===== config.mk =====
export PLATFORM = sky130hd
export DESIGN_NAME = fifo_rr_arbiter
export DESIGN_NICKNAME = d
export VERILOG_FILES = /design/src/rtl/fifo_rr_arbiter.sv
export SDC_FILE = /design/constraint.sdc
export NUM_CORES = 1
export LEC_CHECK = 0
export ABC_AREA = 1
export CAP_MARGIN = 20
export CORE_MARGIN = 1
export CORE_UTILIZATION = 39
export CTS_CLUSTER_DIAMETER = 40
export DETAILED_ROUTE_END_ITERATION = 12
export PLACE_DENSITY_LB_ADDON = 0.2
export SYNTH_ARGS = -nofsm -noshare
export SYNTH_HDL_FRONTEND = slang
export SYNTH_SLANG_ARGS = --single-unit
export TNS_END_PERCENT = 30

===== constraint.sdc =====
create_clock -name clk -period 1.9 [get_ports clk]
set_clock_uncertainty 0.05 [all_clocks]
set_input_delay 0.19 -clock clk [delete_from_list [all_inputs] [get_ports clk]]
set_output_delay 0.19 -clock clk [all_outputs]
set_load 0.1 [all_outputs]

===== src/rtl/fifo_rr_arbiter.sv =====
// Round-robin drain of N requester fifos into one registered valid/ready sink.
// Each grant lasts at most BURST words; the last grant is the rotation pointer.
module fifo_rr_arbiter #(
  parameter  int N     = 4,
  parameter  int WIDTH = 8,
  parameter  int BURST = 4,
  localparam int GW    = $clog2(N),
  localparam int CW    = $clog2(BURST + 1)
) (
  input  logic               clk,
  input  logic               reset,
  input  logic               enable,
  input  logic [N-1:0]       src_avail,
  input  logic [N*WIDTH-1:0] src_data,
  output logic [N-1:0]       src_strobe,
  output logic [WIDTH-1:0]   out_data,
  output logic               out_valid,
  input  logic               out_ready,
  output logic [GW-1:0]      grant_id,
  output logic               busy
);

  typedef enum logic {IDLE, XFER} state_t;

  state_t        state;
  logic [CW-1:0] burst_cnt;
  logic [GW-1:0] pick;
  logic [GW-1:0] nxt;
  logic [GW-1:0] sel;
  logic          found;
  logic          start;
  logic          more;
  logic [WIDTH-1:0] word;

  // First requester after the pointer, wrapping modulo N
  always_comb begin
    found = 1'b0;
    pick  = '0;
    nxt   = '0;
    for (int k = 1; k <= N; k++) begin
      nxt = GW'((int'(grant_id) + k) % N);
      if (!found && src_avail[nxt]) begin
        found = 1'b1;
        pick  = nxt;
      end
    end
  end

  assign start = (state == IDLE) && enable && found;
  assign more  = (state == XFER) && out_valid && out_ready
              && (burst_cnt < CW'(BURST)) && src_avail[grant_id];
  assign sel   = start ? pick : grant_id;
  assign word  = src_data[int'(sel)*WIDTH +: WIDTH];

  // Fifo read_data is combinational, so the strobe and capture share a cycle
  always_comb begin
    src_strobe = '0;
    if (!reset && (start || more))
      src_strobe[sel] = 1'b1;
  end

  always_ff @(posedge clk or posedge reset) begin
    if (reset) begin
      state     <= IDLE;
      out_valid <= 1'b0;
      out_data  <= '0;
      grant_id  <= GW'(N - 1);
      burst_cnt <= '0;
      busy      <= 1'b0;
    end else begin
      case (state)
        IDLE: begin
          if (start) begin
            state     <= XFER;
            busy      <= 1'b1;
            out_valid <= 1'b1;
            out_data  <= word;
            grant_id  <= pick;
            burst_cnt <= CW'(1);
          end
        end
        XFER: begin
          if (more) begin
            out_data  <= word;
            burst_cnt <= burst_cnt + 1'b1;
          end else if (out_valid && out_ready) begin
            state     <= IDLE;
            busy      <= 1'b0;
            out_valid <= 1'b0;
          end
        end
        default: state <= IDLE;
      endcase
    end
  end

endmodule

## Yosys cells after proc, flatten, opt, wreduce, memory -nomap -nowiden

Cells that the tools add are included.

- Register bits after elaboration: 15
- Bits of input ports: 40
- Output and inout port bits: 16
- Word-level logic and storage cells: 79

- $add $sub $neg: 5
- Magnitude comparators: 8
- Equality and inequality tests: 4
- Shift-type cells: 1
- Mux-type cells: 36
- Bitwise operators: 1
- Reduce and logical (&&, ||, !) cells: 19

Operator list:

| cell | count |
|---|---|
| variable part select 32 x 6 -> 8 bit | 1 |
| < comparator 2 x 3 -> 1 bit, second input constant | 6 |
| two-way mux 1 bit | 16 |
| two-way mux 8 bit | 2 |
| one-hot mux 8 bit (2 select lines) | 1 |
| logical AND 1 bit | 12 |
| binary-select mux 1 bit (select 2 bit) | 5 |
| two-way mux 2 bit | 5 |
| two-way mux 3 bit | 2 |
| one-hot mux 3 bit (2 select lines) | 1 |
| adder 2 x 1 -> 2 bit, second input constant | 2 |
| adder 2 bit, second input constant | 2 |
| logical NOT 1 bit | 4 |
| two-way mux 4 bit | 1 |
| != test 2 x 1 -> 1 bit, second input constant | 2 |
| != test 2 bit, second input constant | 2 |
| one-hot mux 1 bit (2 select lines) | 2 |
| adder 3 x 1 -> 3 bit, second input constant | 1 |
| < comparator 3 bit, second input constant | 1 |
| AND reduction 3 bit | 1 |
| demux 1 bit (select 2 bit) | 1 |
| >= comparator 2 x 1 -> 1 bit, second input constant | 1 |
| AND reduction 2 bit | 1 |
| logical OR 1 bit | 1 |
| NOT 1 bit | 1 |

## Depth between registers and ports, before layout

- Word-level depth: 20
- Gate-level depth with buffers: 18

## Least setup slack after synthesis

Ideal clock, no wire load.

- Path kind: flip-flop to output port
- Start: register grant_id[0]
- End: output port src_strobe[3]
- Arrival: 4.101 ns
- Required time: 1.660 ns
- Setup slack: -2.441 ns
- Cell stages (with the launch flop): 12
- Path buffers: 1
- Path through: dfstp_2 buf_6 inv_6 nand2_1 nand2_1 nand2_1 o21ai_2 nor4_2 nor2_4 inv_2 nand2_2 nor3_1

- Longest elaborated chain between the ends: 20
- Elaborated cells on any way between the ends: 39
- Classes of those cells: add/sub: 4; order compare: 2; mux: 22; reduce/logical: 11

Ends and longest elaborated chain:

| item | RTL line | text |
|---|---|---|
| start, declared | 19 | `output logic [GW-1:0] grant_id,` |
| start signal, assigned | 67 | `grant_id <= GW'(N - 1);` |
| start signal, assigned | 78 | `grant_id <= pick;` |
| adder 2 x 1 -> 2 bit | 41 | `nxt = GW'((int'(grant_id) + k) % N);` |
| binary-select mux 1 bit (select 2 bit) | 42 | `if (!found && src_avail[nxt]) begin` |
| two-way mux 1 bit (not written as such) | 42 |  |
| two-way mux 1 bit | 42 |  |
| logical NOT 1 bit | 42 |  |
| logical AND 1 bit | 42 |  |
| two-way mux 1 bit | 42 |  |
| logical NOT 1 bit | 42 |  |
| [4 not listed] | - |  |
| two-way mux 1 bit | 42 |  |
| logical AND 1 bit | 49 | `assign start = (state == IDLE) && enable && found;` |
| two-way mux 2 bit | - |  |
| < comparator 2 x 3 -> 1 bit (not written as such) / >= comparator 2 x 1 -> 1 bit (equally long branches) | 59 | `src_strobe[sel] = 1'b1;` |
| logical AND 1 bit (not written as such) | 59 |  |
| two-way mux 1 bit (not written as such) | 59 |  |
| demux 1 bit (select 2 bit) | 59 |  |
| two-way mux 4 bit * | 58 | `if (!reset && (start \|\| more))` |
| end, declared | 15 | `output logic [N-1:0] src_strobe,` |

Mark *: on every way between the ends. The rest lies on a longest branch, timed or not. The select of a mux whose other input is x is not followed.

## Worst setup path in the final report

- Start: register grant_id[0]
- End: output port src_strobe[2]

The elaborated chain is that of the path after synthesis.

==> results by stage <==
Floorplanning:
- For this design the top-level I/O count stands at 56.
- The vertical extent of the die is slightly above 60 µm.
- The floorplan die area is 0.00364 mm².
- Once the floorplan was initialized, standard cells occupied between 40% and 50% of the core.
- After floorplanning, the core was divided into 20 placement rows.
- The standard cell core area is 0.00315 mm².
- The width of the die is 60.3 µm.

STA:
- The highest clock frequency the design can meet is 386 MHz.
- The portion of the clock cycle consumed by the worst path in the final layout is 136%.
- The number of hold-slack violations in the final timing report was 0.
- The number of max-slew violations in the final report came to 0.
- The clock period minus final worst setup slack is 2.59 ns.
- Setup repair after global routing could not meet its margin everywhere.
- The final worst-path setup slack is -0.689 ns.
- In this run the tightest slew margin relative to its limit is 77.3%.
- The measured slew at the worst slew-check pin is ~0.34 ns.
- The number of endpoints failing setup at the final stage is 15.

Drt:
- The post-route DRC violation count is 0.
- The total wirelength of the detailed-routed design is ~3.8 mm.
- The detailed router finished its first iteration with 48 violations.
- The via density per instance is 4.79.
- The number of antenna-violating nets in the routed design is 0.
- The total iterations of the first detailed-routing run is 4.
- The number of vias in the routed layout is around 1.6k.
- Dividing the detail-routed wire length by the instance count gives 11.6 µm.

Worst setup path:
- The library cell appearing most often on the critical path is sky130_fd_sc_hd__nand2_4.
- The worst setup path is of the flop to primary output kind.
- The critical path goes through inv_8 > nand2_4 > nand2_4 > nand2_2 > nand2_2 > nor2_4 > nand3_4 > nand3_4 > nand2_4 > nand2_8 > inv_8 > nor3_4 > buf_12.
- The worst stage delay on the critical path is 0.72 ns.
- The cell depth of the worst flop-to-flop path is 18.
- The worst setup path is launched from a flop.
- Data on the critical path arrives at its endpoint at 2.35 ns.
- The maximum fanout along the worst path is 8.
- STA classifies the critical path endpoint as a primary output.
- The highest-delay cell along the critical path is sky130_fd_sc_hd__dfstp_4.
- Data on the critical path is required at its endpoint by 1.66 ns.

Placement:
- The congestion estimate from routability-driven global placement came to 0.837.
- The count of input and output buffers is 55.
- The detailed-placement wirelength estimate is 2.89 mm.

Global routing:
- The maximum number of pins on one net before global-route repair is 17.
- The initial antenna violation count is 0.
- The total congestion overflow after global routing is 0.
- The total global routing track utilization is between 20% and 30%.
- The global-route wire length before repair is just over 6 mm.
- The number of global-route vias before repair was 1,482.

Synth:
- The count of warnings emitted by yosys is 0.
- The share of the Yosys chip area taken by registers is about 28%.
- The synthesized instance count is 201.
- In this run, synthesis inferred 0 flip-flops with an integrated enable.
- The area share of the leading cell type in the synthesized netlist is between 20 and 30%.
- The per-instance average area after synthesis is 6.60 µm².
- The library cell with the highest instance count after synthesis is sky130_fd_sc_hd__nand2_1.
- The number of unique standard cell types used by synthesis is 30.
- The async set-reset flop share out of synthesis is 100%.
- The synthesis-stage register bit count is 15.
- Counting instances in the post-synthesis netlist gives the leading cell types as sky130_fd_sc_hd__nand2_1, sky130_fd_sc_hd__nand3_1, sky130_fd_sc_hd__nand2_2, sky130_fd_sc_hd__dfrtp_1, sky130_fd_sc_hd__inv_1.
- The post-synthesis net count is approximately 240.
- The biggest area consumer among synthesized cells is sky130_fd_sc_hd__nand2_1.
- The most used flip-flop cell after synthesis is sky130_fd_sc_hd__dfrtp_1.
- Sorting the synthesized cells by area gives the leading types as sky130_fd_sc_hd__nand2_1, sky130_fd_sc_hd__dfrtp_1, sky130_fd_sc_hd__nand2_2, sky130_fd_sc_hd__nand3_1, sky130_fd_sc_hd__dfstp_2.
- The netlist area before placement is 0.00133 mm².

Final layout:
- The number of antenna diodes in the final layout is 0.
- The relative area change from synthesis to final layout is 74.9%.
- At the end of the flow, the number of nets in the layout was 322.
- The share of the core filled with cells in the final layout is between 70 and 80%.
- The post-route netlist has between 30% and 40% of its cells at a drive strength greater than 1.

CTS:
- The clock transition time at the flip-flop clock pins of the worst setup and hold paths is 0.09 ns.
- The clock tree from TritonCTS is done.
- The root buffer cell is sky130_fd_sc_hd__clkbuf_4.
- The maximum clock path buffer count is 2.
- Buffers inserted during clock tree synthesis total 3.
- The maximum level of the CTS H-tree is 1.
- The cts-stage hold buffer count is 0.
- For this design, the sink count on the clock tree is 15.
- The source-to-sink clock delay at the later pin of the worst-skew pair is 0.28 ns.

Run status:
- The final reports fail on negative setup slack.
- The run finished, with violations left.

Run:
- The max capacitance violation total is 0.

Worst hold path:
- The min-delay analysis places its worst path in the category primary input to asynchronous set/reset pin.
flip-flops by register name, summed over array words and instances, names as in the netlist:
signal / count
out_data: 8
burst_cnt: 3
grant_id: 2
busy: 1
state: 1
through the flow:
step / instances / hold slack, ns / setup TNS [ns] / setup WS, ns / instance area (µm²)
floorplan: 201 / 0.0556 / -7.87 / -1.06 / 1400
global placement: 313 / 0.419 / -3.91 / -0.359 / 2120
CTS: 322 / 0.251 / -6.67 / -0.688 / 2250
detailed placement: 313 / 0.421 / -4.59 / -0.416 / 2120
global route: 324 / 0.270 / -8.58 / -0.795 / 2320
finish: 324 / 0.245 / -6.88 / -0.689 / 2320
logic make-up (layout without fill, tap and decap cells):
group / count (synthesis) / count (layout) / share of synthesized area (%)
buf+inv: 23 / 102 / 10.4
fa+ha+maj: 1 / 1 / 0.942
simple gates: 155 / 155 / 56.6
flops: 15 / 15 / 28.5
compound gates: 7 / 7 / 3.58
path summary, 6_finish.rpt:
kind                              from       endpoint  slack, ns
setup / recovery           grant_id[0]  src_strobe[2]      -0.69
hold / removal                   reset   burst_cnt[0]       0.25
setup reg to reg           grant_id[0]    out_data[7]      -0.53
hold reg to reg            out_data[7]    out_data[7]       0.43
max in group asynchronous        reset    grant_id[0]       1.31
min in group clk           out_data[7]    out_data[7]       0.43
final cells by class:
type | count | area (µm²)
Multi-Input combinational cell | 163 | 946
Timing Repair Buffer | 82 | 832
Fill cell | 267 | 831
Sequential cell | 15 | 385
Inverter | 16 | 77.6
Tap cell | 44 | 55.1
Clock buffer | 4 | 26.3
critical path, delay by kind of cell (launching register included):
kind / cells / cell delay, ns
simple gates: 10 / 1.05
buf+inv: 3 / 0.30
flops: 1 / 0.72
layer usage:
| metal | share of wire, % | vias up | track usage, % |
|---|---|---|---|
| met5 | 0 | - | 0 |
| met4 | 1.6 | 0 | 6.98 |
| met3 | 3.9 | 6 | 4.48 |
| met2 | 52 | 43 | 40.2 |
| met1 | 43 | 711 | 25.7 |
| li1 | - | 792 | - |
layout by cell type (no fill, tap or decap), types with 2 or more instances in the layout:
cell                               n
sky130_fd_sc_hd__buf_12            6
sky130_fd_sc_hd__buf_4            30
sky130_fd_sc_hd__buf_6             5
sky130_fd_sc_hd__clkbuf_4          3
sky130_fd_sc_hd__clkdlybuf4s50_1  39
sky130_fd_sc_hd__dfrtp_1          13
sky130_fd_sc_hd__dfstp_4           2
sky130_fd_sc_hd__inv_1             8
sky130_fd_sc_hd__inv_2             5
sky130_fd_sc_hd__inv_8             2
sky130_fd_sc_hd__nand2_1          85
sky130_fd_sc_hd__nand2_2          28
sky130_fd_sc_hd__nand2_4           6
sky130_fd_sc_hd__nand3_1          22
sky130_fd_sc_hd__nand3_4           2
sky130_fd_sc_hd__nor2_1            2
sky130_fd_sc_hd__nor2_4            2
sky130_fd_sc_hd__nor3_4            4
repair_timing:
item                                    CTS  global route
endpoints found under the setup margin   15            18
cloned                                    0             1
pin swaps                                13             9
hold endpoints to repair                  0             0
setup buffers                             5             2
gates resized for setup                  21            13
Power is left out: the tool's default activity adds up to more than one toggle a clock period on the data nets, which glitch-free logic cannot reach.
